File: src/rtl/physics_frame_sequencer_pkg.sv
// Shared types and constants for the soft-body physics frame sequencer (package physics_pkg).
package physics_pkg;

  localparam int MATRIX_DIM      = 16;
  localparam int PIXELS          = MATRIX_DIM * MATRIX_DIM;
  localparam int PIX_W           = 8;
  localparam int TICK_CYCLES_DEF = 1000;

  typedef enum logic [2:0] {
    IDLE,
    STEP,
    SETTLE,
    RENDER,
    PUBLISH
  } seq_state_t;

  // Cycles from the tick cycle to the first frame_valid cycle.
  function automatic int frame_latency(input int substeps, input int settle_cycles);
    return substeps * (1 + settle_cycles) + PIXELS + 1;
  endfunction

endpackage

File: src/rtl/physics_frame_sequencer_if.sv
// Particle-array and matrix-driver side signals of the frame sequencer.
interface physics_frame_sequencer_if;
  import physics_pkg::*;

  logic              step_en;
  logic              render_en;
  logic [PIX_W-1:0]  render_addr;
  logic              pixel_hit;
  logic [PIXELS-1:0] frame;
  logic              frame_valid;
  logic              frame_ready;

  modport master (
    output step_en, render_en, render_addr, frame, frame_valid,
    input  pixel_hit, frame_ready
  );

  modport slave (
    input  step_en, render_en, render_addr, frame, frame_valid,
    output pixel_hit, frame_ready
  );

endinterface

File: src/rtl/physics_frame_sequencer_tick.sv
// Free-running frame pacing counter; tick is high for the last cycle of each period.
module frame_tick_gen #(
  parameter int TICK_CYCLES = 1000
) (
  input  logic clk,
  input  logic reset_n,
  output logic tick
);

  localparam int CW = (TICK_CYCLES > 1) ? $clog2(TICK_CYCLES) : 1;

  logic [CW-1:0] count;

  always_ff @(posedge clk or negedge reset_n) begin
    if (!reset_n) begin
      count <= '0;
    end else if (count == CW'(TICK_CYCLES - 1)) begin
      count <= '0;
    end else begin
      count <= count + 1'b1;
    end
  end

  assign tick = (count == CW'(TICK_CYCLES - 1));

endmodule

File: src/rtl/physics_frame_sequencer.sv
// Frame sequencer: particle substeps, 16x16 hit-test sweep, then frame hand-off to the driver.
// Define PHYS_SEQ_OVERRUN_EN to build the sticky tick-while-busy overrun flag.
module physics_frame_sequencer
  import physics_pkg::*;
#(
  parameter int TICK_CYCLES   = TICK_CYCLES_DEF,
  parameter int SUBSTEPS      = 4,
  parameter int SETTLE_CYCLES = 2
) (
  input  logic                        clk,
  input  logic                        reset_n,
  input  logic                        run,
  physics_frame_sequencer_if.master   bus,
  output logic                        busy,
  output logic [15:0]                 frame_count,
  output logic                        overrun
);

  if (SUBSTEPS < 1 || SUBSTEPS > 15) begin : g_bad_substeps
    $error("physics_frame_sequencer: SUBSTEPS must be 1..15");
  end
  if (SETTLE_CYCLES < 0 || SETTLE_CYCLES > 15) begin : g_bad_settle
    $error("physics_frame_sequencer: SETTLE_CYCLES must be 0..15");
  end
  if (TICK_CYCLES <= frame_latency(SUBSTEPS, SETTLE_CYCLES) + 1) begin : g_bad_tick
    $error("physics_frame_sequencer: TICK_CYCLES too short for one frame");
  end

  seq_state_t        state;
  logic              tick;
  logic [3:0]        substep;
  logic [3:0]        substep_nxt;
  logic [3:0]        settle_cnt;
  logic [PIXELS-1:0] shadow;
  logic              step_en;
  logic              render_en;
  logic [PIX_W-1:0]  render_addr;
  logic [PIXELS-1:0] frame;
  logic              frame_valid;

  frame_tick_gen #(.TICK_CYCLES(TICK_CYCLES)) u_tick (
    .clk     (clk),
    .reset_n (reset_n),
    .tick    (tick)
  );

  assign substep_nxt = substep + 4'd1;

  always_ff @(posedge clk or negedge reset_n) begin
    if (!reset_n) begin
      state       <= IDLE;
      substep     <= '0;
      settle_cnt  <= '0;
      shadow      <= '0;
      step_en     <= 1'b0;
      render_en   <= 1'b0;
      render_addr <= '0;
      frame       <= '0;
      frame_valid <= 1'b0;
      busy        <= 1'b0;
      frame_count <= '0;
    end else begin
      step_en <= 1'b0;
      case (state)
        IDLE: begin
          if (tick && run) begin
            state   <= STEP;
            step_en <= 1'b1;
            busy    <= 1'b1;
            substep <= '0;
          end
        end
        STEP: begin
          substep    <= substep_nxt;
          settle_cnt <= '0;
          if (SETTLE_CYCLES > 0) begin
            state <= SETTLE;
          end else if (substep_nxt < 4'(SUBSTEPS)) begin
            state   <= STEP;
            step_en <= 1'b1;
          end else begin
            state       <= RENDER;
            render_en   <= 1'b1;
            render_addr <= '0;
            shadow      <= '0;
          end
        end
        SETTLE: begin
          if (settle_cnt == 4'(SETTLE_CYCLES - 1)) begin
            if (substep < 4'(SUBSTEPS)) begin
              state   <= STEP;
              step_en <= 1'b1;
            end else begin
              state       <= RENDER;
              render_en   <= 1'b1;
              render_addr <= '0;
              shadow      <= '0;
            end
          end else begin
            settle_cnt <= settle_cnt + 4'd1;
          end
        end
        RENDER: begin
          shadow[render_addr] <= bus.pixel_hit;
          render_addr         <= render_addr + 1'b1;
          // The last pixel's hit is folded straight into the published frame.
          if (render_addr == PIX_W'(PIXELS - 1)) begin
            state       <= PUBLISH;
            render_en   <= 1'b0;
            frame       <= {bus.pixel_hit, shadow[PIXELS-2:0]};
            frame_valid <= 1'b1;
          end
        end
        PUBLISH: begin
          if (bus.frame_ready) begin
            state       <= IDLE;
            frame_valid <= 1'b0;
            busy        <= 1'b0;
            frame_count <= frame_count + 16'd1;
          end
        end
        default: state <= IDLE;
      endcase
    end
  end

`ifdef PHYS_SEQ_OVERRUN_EN
  always_ff @(posedge clk or negedge reset_n) begin
    if (!reset_n) begin
      overrun <= 1'b0;
    end else if (tick && (state != IDLE)) begin
      overrun <= 1'b1;
    end
  end
`else
  assign overrun = 1'b0;
`endif

  assign bus.step_en     = step_en;
  assign bus.render_en   = render_en;
  assign bus.render_addr = render_addr;
  assign bus.frame       = frame;
  assign bus.frame_valid = frame_valid;

endmodule
File: src/flat_wrapper.sv
// flat-port wrapper written by rule: the top's interface ports become plain ports
module physics_frame_sequencer_flat import physics_pkg::*;
#(
  parameter int TICK_CYCLES   = TICK_CYCLES_DEF,
  parameter int SUBSTEPS      = 4,
  parameter int SETTLE_CYCLES = 2
)
  (clk, reset_n, run, busy, frame_count, overrun, bus_step_en, bus_render_en, bus_render_addr, bus_frame, bus_frame_valid, bus_pixel_hit, bus_frame_ready);
  physics_frame_sequencer_if bus_i ();
  input  logic clk;
  input  logic reset_n;
  input  logic run;
  output logic busy;
  output logic [15:0] frame_count;
  output logic overrun;
  output wire logic [$bits(bus_i.step_en)-1:0] bus_step_en;
  output wire logic [$bits(bus_i.render_en)-1:0] bus_render_en;
  output wire logic [$bits(bus_i.render_addr)-1:0] bus_render_addr;
  output wire logic [$bits(bus_i.frame)-1:0] bus_frame;
  output wire logic [$bits(bus_i.frame_valid)-1:0] bus_frame_valid;
  input wire logic [$bits(bus_i.pixel_hit)-1:0] bus_pixel_hit;
  input wire logic [$bits(bus_i.frame_ready)-1:0] bus_frame_ready;
  assign bus_step_en = bus_i.step_en;
  assign bus_render_en = bus_i.render_en;
  assign bus_render_addr = bus_i.render_addr;
  assign bus_frame = bus_i.frame;
  assign bus_frame_valid = bus_i.frame_valid;
  assign bus_i.pixel_hit = bus_pixel_hit;
  assign bus_i.frame_ready = bus_frame_ready;
  physics_frame_sequencer #(.TICK_CYCLES(TICK_CYCLES), .SUBSTEPS(SUBSTEPS), .SETTLE_CYCLES(SETTLE_CYCLES)) u_core (.clk(clk), .reset_n(reset_n), .run(run), .bus(bus_i), .busy(busy), .frame_count(frame_count), .overrun(overrun));
endmodule
File: config.mk
export PLATFORM = sky130hd
export DESIGN_NAME = physics_frame_sequencer_flat
export DESIGN_NICKNAME = d
export VERILOG_FILES = /design/src/rtl/physics_frame_sequencer_pkg.sv /design/src/rtl/physics_frame_sequencer_if.sv /design/src/rtl/physics_frame_sequencer_tick.sv /design/src/rtl/physics_frame_sequencer.sv /design/src/flat_wrapper.sv
export SDC_FILE = /design/constraint.sdc
export NUM_CORES = 1
export LEC_CHECK = 0
export ABC_AREA = 1
export CAP_MARGIN = 25
export CORE_ASPECT_RATIO = 0.7
export CORE_MARGIN = 4
export CORE_UTILIZATION = 40
export CTS_CLUSTER_DIAMETER = 80
export DETAILED_ROUTE_END_ITERATION = 10
export GPL_TIMING_DRIVEN = 0
export PLACE_DENSITY_LB_ADDON = 0.12
export SYNTH_ARGS = -nofsm -noshare
export SYNTH_HDL_FRONTEND = slang
export SYNTH_SLANG_ARGS = --single-unit
File: constraint.sdc
create_clock -name clk -period 4.1 [get_ports clk]
set_clock_uncertainty 0.05 [all_clocks]
set_input_delay 1.23 -clock clk [delete_from_list [all_inputs] [get_ports clk]]
set_output_delay 1.23 -clock clk [all_outputs]
set_load 0.02 [all_outputs]
# [After elaboration in Yosys (flattened, before gate mapping)]
# Index checks and enable logic that the tools add are counted.
[op_classes] add_sub_neg=5 n_lt_le_gt_ge=3 n_eq_ne=13 mux=33 n_reduce_logical=17
[op_table] operator="256-bit two-way mux" n=2
[op_table] operator="256-bit case mux with 2 select lines" n=1
[op_table] operator="256-bit bitwise mux" n=1
[op_table] operator="16-bit by 1-bit adder with 16-bit output, second input constant" n=1
[op_table] operator="8-bit two-way mux" n=2
[op_table] operator="4-bit case mux with 2 select lines" n=2
[op_table] operator="8-bit case mux with 2 select lines" n=1
[op_table] operator="3-bit case mux with 5 select lines" n=1
[op_table] operator="3-bit two-way mux" n=4
[op_table] operator="10-bit by 1-bit adder with 10-bit output, second input constant" n=1
[op_table] operator="10-bit == test, second input constant" n=1
[op_table] operator="1-bit two-way mux" n=10
[op_table] operator="10-bit two-way mux" n=1
[op_table] operator="2-bit nonzero test" n=5
[op_table] operator="8-bit by 9-bit < comparator with 1-bit output, second input constant" n=1
[op_table] operator="3-bit AND reduction" n=3
[op_table] operator="4-bit by 1-bit adder with 4-bit output, second input constant" n=2
[op_table] operator="8-bit by 1-bit adder with 8-bit output, second input constant" n=1
[op_table] operator="1-bit demux with 8-bit select" n=1
[op_table] operator="8-bit == test, second input constant" n=1
[op_table] operator="8-bit by 1-bit >= comparator with 1-bit output, second input constant" n=1
[op_table] operator="4-bit two-way mux" n=2
[op_table] operator="1-bit case mux with 2 select lines" n=4
[op_table] operator="2-bit AND reduction" n=4
[op_table] operator="other kinds (11)" n=18
[totals] register_bits=561 inputBits=5 out_inout_bits=285 wordCells=83

# [Depth between registers and ports, before layout]
[logic_depth] depth_word=6 mapped_depth=10 ltp_nobuf=9

# [By module]
# A second synthesis with hierarchy kept.
[unflattened] cells_unflattened=3445 hier_area_um2=26434.1
[modules_own_cells] module="physics_frame_sequencer" instances=1 cells_per_inst=3378 area_per_inst_um2=25904.8 seq_area_each_um2=13763.2
[modules_own_cells] module="frame_tick_gen" instances=1 cells_per_inst=67 area_per_inst_um2=529.3 seq_area_each_um2=250.2

# [Worst setup path before layout]
# OpenSTA, ideal clock, no wires.
[synth_path] path_kind="input port to flip-flop" from="input port bus_pixel_hit" to="register u_core.shadow[209]" setup_ns=0.065 arrival_time_ns=2.228 required_time_ns=3.985 slack_ns=1.757 path_stages=7 path_buffers=3 path_cell_list="clkbuf_1 -> clkbuf_1 -> clkbuf_1 -> nand3_1 -> nor2_1 -> nand2_1 -> nand2_1"
[synth_between] elab_chain_cells=2
[synth_rtl] item="start: declaration" line_no="flat_wrapper.sv:21" text="input wire logic [$bits(bus_i.pixel_hit)-1:0] bus_pixel_hit;"
[synth_rtl] item="256-bit bitwise mux" line_no="physics_frame_sequencer.sv:104" text="shadow[render_addr] <= bus.pixel_hit;"
[synth_rtl] item="256-bit case mux with 2 select lines" line_no="physics_frame_sequencer.sv:64" text="case (state)"
[synth_rtl] item="end signal: indexed assignment" line_no="physics_frame_sequencer.sv:104"
[synth_rtl] item="end: declaration" line_no="physics_frame_sequencer.sv:34" text="logic [PIXELS-1:0] shadow;"
# Every way passes these cells.
# A chain may end at the register's enable or synchronous reset.

# [Worst setup path in the final report]
[layout_path] from="register u_core.render_addr[0] (netlist: u_core.bus.render_addr[0])" to="register u_core.shadow[135]"
[layout_between] elab_chain_cells=6 word_cells_on_any_way=7 cone_classes="order compare (2); mux (4); reduce/logical (1)"
[layout_rtl] item="start: declaration" line_no="physics_frame_sequencer.sv:37" text="logic [PIX_W-1:0] render_addr;"
[layout_rtl] item="start signal: assignment" line_no="physics_frame_sequencer.sv:105" text="render_addr <= render_addr + 1'b1;"
[layout_rtl] item="8-bit by 9-bit < comparator with 1-bit output (implied by the code) / 8-bit by 1-bit >= comparator with 1-bit output (equally long branches)" line_no="physics_frame_sequencer.sv:104"
[layout_rtl] item="1-bit logical AND (implied by the code)" line_no="physics_frame_sequencer.sv:104"
[layout_rtl] item="1-bit two-way mux (implied by the code)" line_no="physics_frame_sequencer.sv:104"
[layout_rtl] item="1-bit demux with 8-bit select (*)"
[layout_rtl] item="256-bit bitwise mux (*)" line_no="physics_frame_sequencer.sv:104"
[layout_rtl] item="256-bit case mux with 2 select lines (*)" line_no="physics_frame_sequencer.sv:64"
# Mark *: on every way between the ends. The rest lies on a longest branch, timed or not.

==> impl_metrics.yaml <==
logic_synthesis:
  synth_top_cell_area_share_pct: 54.8
  synthFlopType: "dfrtp_1"
  syn_nets: 3224
  seq_area_frac_synth_pct: 54.8
  synth_cell_types: 35
  synth_edf_count: 0
  async_reset_ff_share_pct: 100
  synth_seq_cells: 560
  syn-cell-area_um2: 25600
  synthTopCellsByArea: "dfrtp_1 (55%), nand2_1 (19%), o21ai_0 (4.6%), nand4_1 (4.4%), a21oi_1 (4.3%)"
  synth-warning-count: 0
  post_synth.cell_area_avg_um2: 7.96
  synth_cells: 3210
  yosysTopAreaCell: "dfrtp_1"
detailed_routing:
  ant_nets: 0
  drcViolationCount: 0
  drtIter0Drc: 2940
  routed_wl_mm: 105
  dr.pass1.iters: 6
  viasPerCell: 5.62
  wire_per_inst_um: 23.5
  via_count: 25100
sta:
  finalHoldViolations: 0
  maxClockFrequency_ghz: 0.301
  relSlewSlack_pct: 21.9
  setup_viol: 0
  slew_viol_final: 0
  grt_setup_unrepaired: "no"
  layout_setup_ws_ns: 0.776
  finalCritPeriodShare_pct: 81.1
  tns_ns: 0
  worst_slew_pin_slew_ns: 1.17
  finalWorstPathRequiredPeriod_ns: 3.32
cts:
  htreeDepth: 2
  worstSkewPairLatency_ns: 0.64
  clk_path_buf_depth: 3
  clkSlewWorstSetupHoldPaths_ns: 0.06
  hold_buffers: 0
  cts_root_buf: "clkbuf_16"
  cts_resized: 0
  cts_tree: "yes"
  cts_made_buffers: 57
  cts_setup_buffers: 0
  numClockSinks: 560
layout:
  syn_to_final_growth_pct: 25.6
  n_fill_cell: 6064
  final_nets: 3606
  layout-drive-gt1-share_pct: 7.26
  antenna-diode-count: 0
power_and_ir_drop:
  power_density_nw_per_um2: 355
  intPower_w: 0.00887
  ir_worst_vdd_uv: 232
  p_comb_share_pct: 1.8
  p_switching_w: 0.00253
  power_frac_seq_pct: 48.7
  swShare_pct: 22.2
  p_leak_nw: 16.4
  total_power_w: 0.0114
  clkPwrFrac_pct: 49.5
setup_path:
  r2r-start: "u_core.bus.render_addr[0]"
  crit_arrival_ns: 3.84
  cp.depth: 8
  path_delay_family: "buffers and inverters"
  worst_setup_path_end_kind: "flip-flop"
  r2r_slack_ns: 0.78
  crit_chain: "ha_1 > inv_1 > nor2_1 > buf_2 > buf_1 > buf_8 > nand4_1 > nand2_1"
  rr_worst_depth: 8
  cp_slowest_cell: "buf_1"
  startpoint_type: "flip-flop"
  worstPathMaxFanout: 10
  startpoint: "u_core.bus.render_addr[0]"
  crit_required_ns: 4.62
  path_class: "reg -> reg"
  reg2reg_to: "u_core.shadow[135]"
  cp_slowest_stage_delay_ns: 0.66
  crit_buf_inv: 4
  endpoint: "u_core.shadow[135]"
floorplan:
  pin_count: 290
  rows: 77
  die_w_um: 310
  core_area_um2: 63200
  fp.dieH_um: 220
  start_util_pct: 40.4
  dieArea_um2: 68100
placed_design:
  post-place-ws_ns: 0.822
  dp_hpwl_mm: 74.9
  port_buffers: 287
  gp_congestion: 0.924
grt:
  antenna_found_initial: 2
  grt_busiest_layer: "met1"
  grt_pass1_vias: 23700
  grt_usage_pct: 30.4
  gr-total-overflow: 0
  grt_first_pass_wirelength_mm: 154
  grt_max_degree: 119
  gr-usage-met1_pct: 44.6
  use_met2_pct: 43.4
  met3_usage_pct: 7.85
min_path:
  hp-class: "reg -> reg"
run_status:
  status: "finished clean"
job:
  max_cap_violations: 0
-- cells in the final DEF (no fill, tap or decap), types with 30 or more instances in the layout --
cell type | netlist | layout
clkdlybuf4s50_1 | 0 | 286
nand4_1 | 180 | 180
nor2_1 | 160 | 160
nand2_1 | 1307 | 1307
clkbuf_16 | 0 | 58
buf_2 | 103 | 103
o21ai_0 | 233 | 233
inv_1 | 55 | 55
nand3_1 | 128 | 128
dfrtp_1 | 560 | 560
a21oi_1 | 222 | 222
clkbuf_1 | 143 | 151
nor3_1 | 30 | 30
-- synth_stat cells (all sizes together), types with 2 or more instances --
cell    number
o21ai      250
ha           9
nand3      129
nand2     1309
xor2         6
a21oi      222
nand4      180
clkbuf     153
dfrtp      560
o22ai        2
nor3        30
xnor2        5
nand3b       2
buf        118
nor2       167
inv         59
-- cell families after synthesis --
| kind of cell | count (synthesis) | synth area share (%) |
|---|---|---|
| XOR/XNOR | 11 | 0.377 |
| adder cells (fa/ha/maj) | 9 | 0.441 |
| flip-flops | 560 | 54.8 |
| buffers and inverters | 331 | 5.46 |
| AO/OA/AOI/OAI | 476 | 9.36 |
| other | 1 | 0.0147 |
| AND/OR/NAND/NOR | 1822 | 29.5 |
-- flip-flops by register name (all words and copies together) (netlist names) --
signal and cells:
u_core.bus.render_en 1, u_core.bus.frame 256, u_core.substep 4, u_core.busy 1
u_core.bus.step_en 1, u_core.settle_cnt 4, u_core.state 3, u_core.u_tick.count 10
u_core.bus.render_addr 8, u_core.shadow 255, u_core.frame_count 16, u_core.bus.frame_valid 1
-- power groups by stage --
stage	Clock [W]	Sequential, W	Combinational (W)
floorplan	0	0.00565	0.0000466
global placement	0	0.00567	0.000188
detailed placement	0	0.00566	0.000206
CTS	0.00571	0.00555	0.000207
global route	0.00594	0.00555	0.000232
finish	0.00564	0.00556	0.000204
-- worst min path at each step --
stage | start | to | slack [ns] | depth (start not counted)
finish | u_core.shadow[59] | u_core.shadow[59] | 0.42 | 2
detailed placement | u_core.shadow[121] | u_core.bus.frame[121] | 0.41 | 2
global route | u_core.bus.frame[216] | u_core.bus.frame[216] | 0.45 | 2
floorplan | u_core.shadow[0] | u_core.bus.frame[0] | 0.39 | 2
CTS | u_core.shadow[147] | u_core.bus.frame[147] | 0.42 | 2
global placement | u_core.shadow[122] | u_core.bus.frame[122] | 0.40 | 2
-- metal layers --
layer / up-vias / part of all wire, %
li1: 11200 / -
met1: 12200 / 44
met2: 1340 / 41
met3: 271 / 11
met4: 0 / 4.1
met5: - / 0
-- through the flow --
step                      instances  util [%]  instance area [um^2]  hold WS, ns
after floorplan                3210         -                 25600        0.386
after global placement         4326      46.6                 29500        0.403
after detailed placement       4358      47.6                 30100        0.406
after CTS                      4461      50.7                 32100        0.425
after global routing           4465      50.8                 32100        0.447
final                          4465      50.8                 32100        0.421
-- worst register-to-register path, stage by stage (launching register included) --
cell and delay (ns):
dfrtp_1 0.56, ha_1 0.26, inv_1 0.10, nor2_1 0.51
buf_2 0.62, buf_1 0.66, buf_8 0.25, nand4_1 0.13
nand2_1 0.11
-- cell type report --
type                       count  area (um^2)  area share [%]
sequential                   560        14000            43.6
multi-input combinational   2319        10200            31.6
timing repair buffer         323         3520            11.0
clock buffer                  74         1590            4.96
buffer                       271         1170            3.64
tap                          829         1040            3.23
clock inverter                29          403            1.25
inverter                      60          225           0.701
Note: power is estimated with default switching activity, not from simulation.
